[src/rtl/checkpoint_ctrl.sv]
// Rename-map checkpoint allocator: hands out ring-ordered slots to branches,
// frees them on correct resolution and squashes younger slots on a mispredict.
module checkpoint_ctrl #(
  parameter int RENAME_WIDTH = 4,
  parameter int CP_NUM       = 4,
  parameter int CP_IDX_W     = 2
) (
  input  logic                    clock,
  input  logic                    reset,
  input  logic [RENAME_WIDTH-1:0] br_valid,
  input  logic                    fire,
  input  logic                    resolve_valid,
  input  logic [CP_IDX_W-1:0]     resolve_idx,
  input  logic                    resolve_mispredict,
  output logic                    check,
  output logic [CP_IDX_W-1:0]     check_idx,
  output logic [RENAME_WIDTH-1:0] check_flag,
  output logic                    cp_stall,
  output logic                    recover,
  output logic [CP_IDX_W-1:0]     recover_idx,
  output logic [CP_IDX_W:0]       cp_count,
  output logic                    multi_br_err
);

  logic [CP_IDX_W:0]       head, tail;
  logic [CP_IDX_W:0]       head_nx, tail_nx;
  logic [CP_NUM-1:0]       live, live_nx;
  logic                    recover_q;
  logic [CP_IDX_W-1:0]     recover_idx_q;

  logic                    empty, full, br_any;
  logic                    mispredict, mis_hit, good_hit, retire;
  logic [CP_IDX_W-1:0]     head_idx, tail_idx, mis_off, slot_off;
  logic [CP_IDX_W:0]       mis_pos;
  logic [RENAME_WIDTH-1:0] lowest_br;

  assign head_idx = head[CP_IDX_W-1:0];
  assign tail_idx = tail[CP_IDX_W-1:0];
  assign empty    = (head == tail);
  assign full     = (head_idx == tail_idx) && (head[CP_IDX_W] != tail[CP_IDX_W]);
  assign cp_count = tail - head;

  assign br_any       = |br_valid;
  assign lowest_br    = br_valid & (~br_valid + RENAME_WIDTH'(1));
  assign multi_br_err = |(br_valid & (br_valid - RENAME_WIDTH'(1)));

  assign mispredict = resolve_valid & resolve_mispredict;
  assign mis_hit    = mispredict & live[resolve_idx];
  assign good_hit   = resolve_valid & ~resolve_mispredict & live[resolve_idx];
  assign retire     = ~empty & ~live[head_idx];

  // Age of the mispredicted slot relative to head; adding it to head recovers
  // the full pointer (with wrap bit) that the slot occupies inside [head,tail).
  assign mis_off = resolve_idx - head_idx;
  assign mis_pos = head + {1'b0, mis_off};

  assign check      = fire & br_any & ~full & ~recover_q & ~mispredict;
  assign check_idx  = tail_idx;
  assign check_flag = check ? lowest_br : '0;
  assign cp_stall   = br_any & full;

  assign recover     = recover_q;
  assign recover_idx = recover_idx_q;

  always_comb begin
    head_nx  = head;
    tail_nx  = tail;
    live_nx  = live;
    slot_off = '0;
    if (retire)
      head_nx = head + (CP_IDX_W+1)'(1);
    if (check) begin
      live_nx[tail_idx] = 1'b1;
      tail_nx           = tail + (CP_IDX_W+1)'(1);
    end
    if (good_hit)
      live_nx[resolve_idx] = 1'b0;
    // Squash the mispredicted slot and everything allocated after it.
    if (mis_hit) begin
      tail_nx = mis_pos;
      for (int unsigned j = 0; j < CP_NUM; j++) begin
        slot_off = CP_IDX_W'(j) - head_idx;
        if (slot_off >= mis_off)
          live_nx[j] = 1'b0;
      end
    end
  end

  always_ff @(posedge clock) begin
    if (reset) begin
      head          <= '0;
      tail          <= '0;
      live          <= '0;
      recover_q     <= 1'b0;
      recover_idx_q <= '0;
    end else begin
      head      <= head_nx;
      tail      <= tail_nx;
      live      <= live_nx;
      recover_q <= mis_hit;
      if (mis_hit)
        recover_idx_q <= resolve_idx;
    end
  end

endmodule

[config.mk]
export PLATFORM = sky130hd
export DESIGN_NAME = checkpoint_ctrl
export DESIGN_NICKNAME = d
export VERILOG_FILES = /design/src/rtl/checkpoint_ctrl.sv
export SDC_FILE = /design/constraint.sdc
export NUM_CORES = 1
export LEC_CHECK = 0
export CAP_MARGIN = 10
export CORE_ASPECT_RATIO = 0.8
export CORE_MARGIN = 2
export CORE_UTILIZATION = 43
export DETAILED_ROUTE_END_ITERATION = 10
export GPL_TIMING_DRIVEN = 1
export PLACE_DENSITY = 0.77
export SLEW_MARGIN = 20
export SYNTH_ARGS = -nofsm -noshare
export SYNTH_HDL_FRONTEND = slang
export SYNTH_SLANG_ARGS = --single-unit
[constraint.sdc]
create_clock -name clock -period 3.47 [get_ports clock]
set_input_delay 1.041 -clock clock [delete_from_list [all_inputs] [get_ports clock]]
set_output_delay 1.041 -clock clock [all_outputs]
set_load 0.02 [all_outputs]
=== After elaboration in Yosys (flattened, before gate mapping) ===
Cells that the tools add are included.
W data, S select, Z words.

* Bits in registers: 13
* Bits of input ports: 11

* Add/subtract/negate cells: 11
* $lt $le $gt $ge: 9
* Equal/unequal tests: 3
* Multiplexer cells: 18
* Bitwise gates (word level): 22
* Reduce and logical (&&, ||, !) cells: 6

{| class="wikitable"
|+ Operator list
! kind !! number
|-
| $mux W4 || 4
|-
| $and A4 B4 Y4 || 3
|-
| $and A1 B1 Y1 || 10
|-
| $lt A2 B3 Y1 const B || 3
|-
| $ge A2 B2 Y1 || 4
|-
| $mux W1 || 8
|-
| $not A4 Y4 || 2
|-
| $reduce_or A4 Y1 || 2
|-
| $add A3 B1 Y3 const B || 2
|-
| $mux W3 || 2
|-
| $not A1 Y1 || 6
|-
| $add A4 B1 Y4 const B || 1
|-
| $bmux W1 S2 || 2
|-
| $demux W1 S2 || 2
|-
| $ge A2 B1 Y1 const B || 2
|-
| $or A4 B4 Y4 || 1
|-
| $sub A1 B2 Y2 const A || 2
|-
| $sub A2 B2 Y2 const A || 2
|-
| $sub A4 B1 Y4 const B || 1
|-
| $add A3 B2 Y3 || 1
|-
| $eq A3 B3 Y1 || 1
|-
| $logic_and A1 B1 Y1 || 3
|-
| $sub A3 B3 Y3 || 1
|-
| $eq A2 B2 Y1 || 1
|-
| other kinds (3) || 3
|}

=== Depth between registers and ports, before layout ===
* Depth after elaboration: 11
* Mapped depth: 9

=== Worst setup path after synthesis ===
Ideal clock, no wire load.

* Path type: in2out
* Start: in resolve_mispredict
* End: out check_flag[3]
* Arrival time: 2.468 ns
* Data required time: 2.429 ns
* Path slack: -0.039 ns
* Cell stages on the path: 4
* Cell sequence: nand2_1 > o2111ai_4 > nor2_1 > nor4b_1

* Cells in the longest elaborated chain, start to end: 4

{| class="wikitable"
|+ Ends and longest elaborated chain
! item !! RTL line !! RTL
|-
| start: declaration || 14 || <nowiki>input logic resolve_mispredict,</nowiki>
|-
| $and A1 B1 Y1 || 47 || <nowiki>assign mispredict = resolve_valid & resolve_mispredict;</nowiki>
|-
| $not A1 Y1 || 57 || <nowiki>assign check = fire & br_any & ~full & ~recover_q & ~mispredict;</nowiki>
|-
| $and A1 B1 Y1 || 57 ||
|-
| via check || 15 || <nowiki>output logic check,</nowiki>
|-
| $mux W4 || 59 || <nowiki>assign check_flag = check ? lowest_br : '0;</nowiki>
|-
| end: declaration || 17 || <nowiki>output logic [RENAME_WIDTH-1:0] check_flag,</nowiki>
|}

The timed path passes the listed nets, and every way through them passes these cells.

=== Worst setup path after layout ===
* Start: in br_valid[2]
* End: out check

* Cells in the longest elaborated chain, start to end: 5

{| class="wikitable"
|+ Ends and longest elaborated chain
! item !! RTL line !! RTL
|-
| start: declaration || 10 || <nowiki>input logic [RENAME_WIDTH-1:0] br_valid,</nowiki>
|-
| $reduce_or A4 Y1 || 43 || <nowiki>assign br_any = |br_valid;</nowiki>
|-
| $and A1 B1 Y1 (4 in a row) || 57 ||
|-
| end: declaration || 15 ||
|}

Every way passes these cells.

==> impl_metrics.yaml <==
power:
  p_sw_frac: 0.4469
  peakVddDrop_uv: 281.2
  power.switching_mw: 0.3770
  clkPwrFrac: 0.116
  p_seq_frac: 0.220
  powerDensity_nw_per_um2: 525.0
  power_mw: 0.8435
  p_comb_frac: 0.664
  leakagePower_nw: 0.6427
  p_int_mw: 0.4666
finish:
  antennaDiodeCount: 0
  final_cells: 206
  layout-drive-gt1-share: 0.2235
  final_core_util: 0.6369
  final_nets: 199
  area_delta_synth_final_pct: 37.03
sta:
  min_period_ns: 3.392
  hold_viol: 0
  setup_ws_ns: 0.07787
  finalCritPeriodShare: 0.9776
  worstMarginPinSlew_ns: 0.5260
  maxSlewHeadroom: 0.6482
  final_max_slew_viol_count: 0
  skew_ns: 0.006363
  rsz0062_at_grt: "false"
  finalSetupTns_ns: 0
  setup_viol: 0
  fmax_mhz: 294.8
worst_setup_path:
  required_ns: 2.43
  max_stage_delay_ns: 0.46
  path_class: "in2out"
  rr_startpoint: "head[0]$_SDFFE_PP0P_"
  startpoint_type: "input port"
  cp_max_fo: 3
  critPathBufInv: 3
  worstPathArrival_ns: 2.35
  startpoint: "br_valid[2]"
  cp_top_family: "buffers and inverters"
  end_kind: "primary output"
  crit_chain: "clkdlybuf4s50_1 > nor4_4 > nor2_2 > buf_4 > clkdlybuf4s15_2"
  critPathSlowestCell: "clkdlybuf4s50_1"
worst_hold_path:
  min-delay-path-class: "reg2reg"
  min_from: "recover_idx[0]$_SDFFE_PP0P_"
routing:
  via_count: 1135
  drc: 0
  routed_wl_um: 3088
  ant_nets: 0
  drtPass1Iterations: 4
  vias_per_cell: 5.510
  drtIter0Drc: 45
  routedWlPerCell_um: 14.99
floorplan:
  initial_utilization: 0.4648
  core_um2: 2522
  rows: 16
  die_y_um: 50.70
  dieArea_um2: 3163
  ios: 26
  die_width_um: 62.38
flow_run:
  max-cap-violations: 0
clock_network:
  clkTransAtPathRegs_ns: 0.08
  cts_hold_buf: 0
  cts.htree.levels: 1
  cts_sinks: 13
  cts_buffers: 3
  clock_path_buffers: 2
  worstSkewPairLatency_ns: 0.29
  tritoncts: "done"
  cts_root_buffer: "clkbuf_4"
global_route:
  antenna_found_initial: 0
  grtUsageTotal: 0.2237
  first_global_vias: 1200
  grt_start_max_net_pins: 15
  grt_pass1_wl_um: 5540
  overflow: 0
synth:
  synth_compound_gate_area_share: 0.1772
  syn-num-nets: 158
  synth_mux_area_frac: 0.06724
  synth_area_leaders: "dfxtp_1 (22%), ha_1 (14%), fa_1 (6.8%), inv_1 (4.2%), mux4_2 (3.8%)"
  synth_top_area_cell: "dfxtp_1"
  seq_area_frac_synth: 0.2220
  synthAdderAreaFrac: 0.2156
  synth_top_area_share: 0.2220
  syn_avg_cell_area_um2: 9.018
  yosysUniqueCellTypes: 38
  synth_xor_xnor_area_share: 0.06083
  synth_top_family_by_area: "adder cells"
  synthSimpleGateAreaFrac: 0.1910
  synth_seq_cells: 13
  synth_cells: 130
  syn_area_um2: 1172
  yosys_warnings: 0
placement:
  routabilityCongestion: 0.8824
  placed_cells: 200
  dp_hpwl_um: 2472
  numPortBuffers: 25
  dp_slack_ns: -0.5943
status:
  outcome: "completed"
[power groups by stage]
stage | clock, mW | combinational, mW | sequential, mW
after floorplan | 0 | 0.352 | 0.196
after global placement | 0 | 0.530 | 0.188
after detailed placement | 0 | 0.557 | 0.189
after CTS | 0.103 | 0.559 | 0.185
after global routing | 0.110 | 0.627 | 0.189
final | 0.0982 | 0.560 | 0.185
[per-layer routing]
metal | GRT usage | vias to the layer above | wire length, µm
met5 | 0 | - | 0
met4 | 0.04815 | 0 | 32
met1 | 0.2937 | 539 | 1329
met3 | 0.06278 | 5 | 253
met2 | 0.3696 | 41 | 1473
li1 | - | 550 | -
[cell usage in the layout (no fill, tap or decap), drive strengths merged, types with 2 or more instances in the layout]
cell type and instances:
a211oi 2, a21boi 2, a21oi 5, a31oi 7, and2 2, buf 18, clkbuf 6, clkdlybuf4s15 2
clkdlybuf4s50 16, dfxtp 13, dlymetal6s2s 2, fa 4, ha 13, inv 13, mux2 3, mux4 2
nand2 8, nand2b 4, nor2 8, nor3 5, nor4 3, nor4b 5, o21ai 6, xnor2 5
[worst reg2reg max path: stages (launching register included)]
cell,delay [ns]
dfxtp_1,0.33
buf_4,0.18
ha_1,0.24
fa_1,0.58
inv_1,0.10
fa_1,0.56
o21bai_1,0.08
a211oi_1,0.16
[synthesized netlist by cell type]
| master | n |
|---|---|
| nor3_1 | 5 |
| o21ai_0 | 6 |
| a31oi_1 | 7 |
| or4_1 | 1 |
| xnor2_4 | 1 |
| and2_1 | 2 |
| buf_2 | 2 |
| o2111a_1 | 1 |
| o2111ai_4 | 1 |
| nor4_1 | 3 |
| fa_1 | 4 |
| mux2_2 | 3 |
| buf_4 | 2 |
| nor4b_1 | 5 |
| nor2b_1 | 1 |
| nand4_1 | 1 |
| nor2_1 | 8 |
| xor2_1 | 1 |
| clkbuf_1 | 1 |
| a311oi_1 | 1 |
| xnor2_1 | 4 |
| inv_1 | 13 |
| mux4_2 | 2 |
| a21boi_0 | 2 |
| o31ai_1 | 1 |
| nor3b_1 | 1 |
| ha_1 | 13 |
| o21bai_1 | 1 |
| a21oi_1 | 5 |
| dfxtp_1 | 13 |
| a211oi_1 | 2 |
| a221oi_1 | 1 |
| nand2_1 | 8 |
| a31o_2 | 1 |
| nand3_1 | 1 |
| nand2b_1 | 4 |
| and3_1 | 1 |
| maj3_1 | 1 |
[logic make-up after synthesis]
group                      count (synthesis)
buffers and inverters                     18
muxes                                      5
adders and majority gates                 18
and+or+nand+nor                           41
AOI/OAI and AO/OA                         29
DFF                                       13
xor gates and xnor gates                   6
[registers in the layout, indices dropped and copies added, names as in the netlist]
name,flops
tail,3
recover_idx,2
recover,1
live,4
head,3
[worst paths after layout]
kind                                                    end  slack, ns  cells past startpoint
worst min register to register  recover_idx[0]$_SDFFE_PP0P_       0.46                      2
worst max-delay path                                  check       0.08                      5
worst min-delay path            recover_idx[0]$_SDFFE_PP0P_       0.46                      2
worst max register to register         tail[1]$_SDFFE_PP0P_       1.17                      7
[what timing repair did]
item,CTS,global route
pin swaps,1,3
setup endpoints to repair,7,6
setup buffers,0,2
resized for setup,24,9
[cell type report]
class | count | area, µm²
fillers | 227 | 915.9
multi-input cells | 99 | 867.1
clock buffers | 4 | 26.28
repair buffers | 41 | 359.1
inverters | 13 | 48.80
well taps | 36 | 45.04
flip-flops and latches | 13 | 260.3
[per-stage QoR]
stage	cell area [µm²]	hold WS (ns)
3_3_place_gp	1550	0.4405
6_report	1607	0.4613
3_5_place_dp	1550	0.4507
4_1_cts	1590	0.4657
5_1_grt	1607	0.5119
2_1_floorplan	1179	0.5147
(Power assumes the default switching activity.)
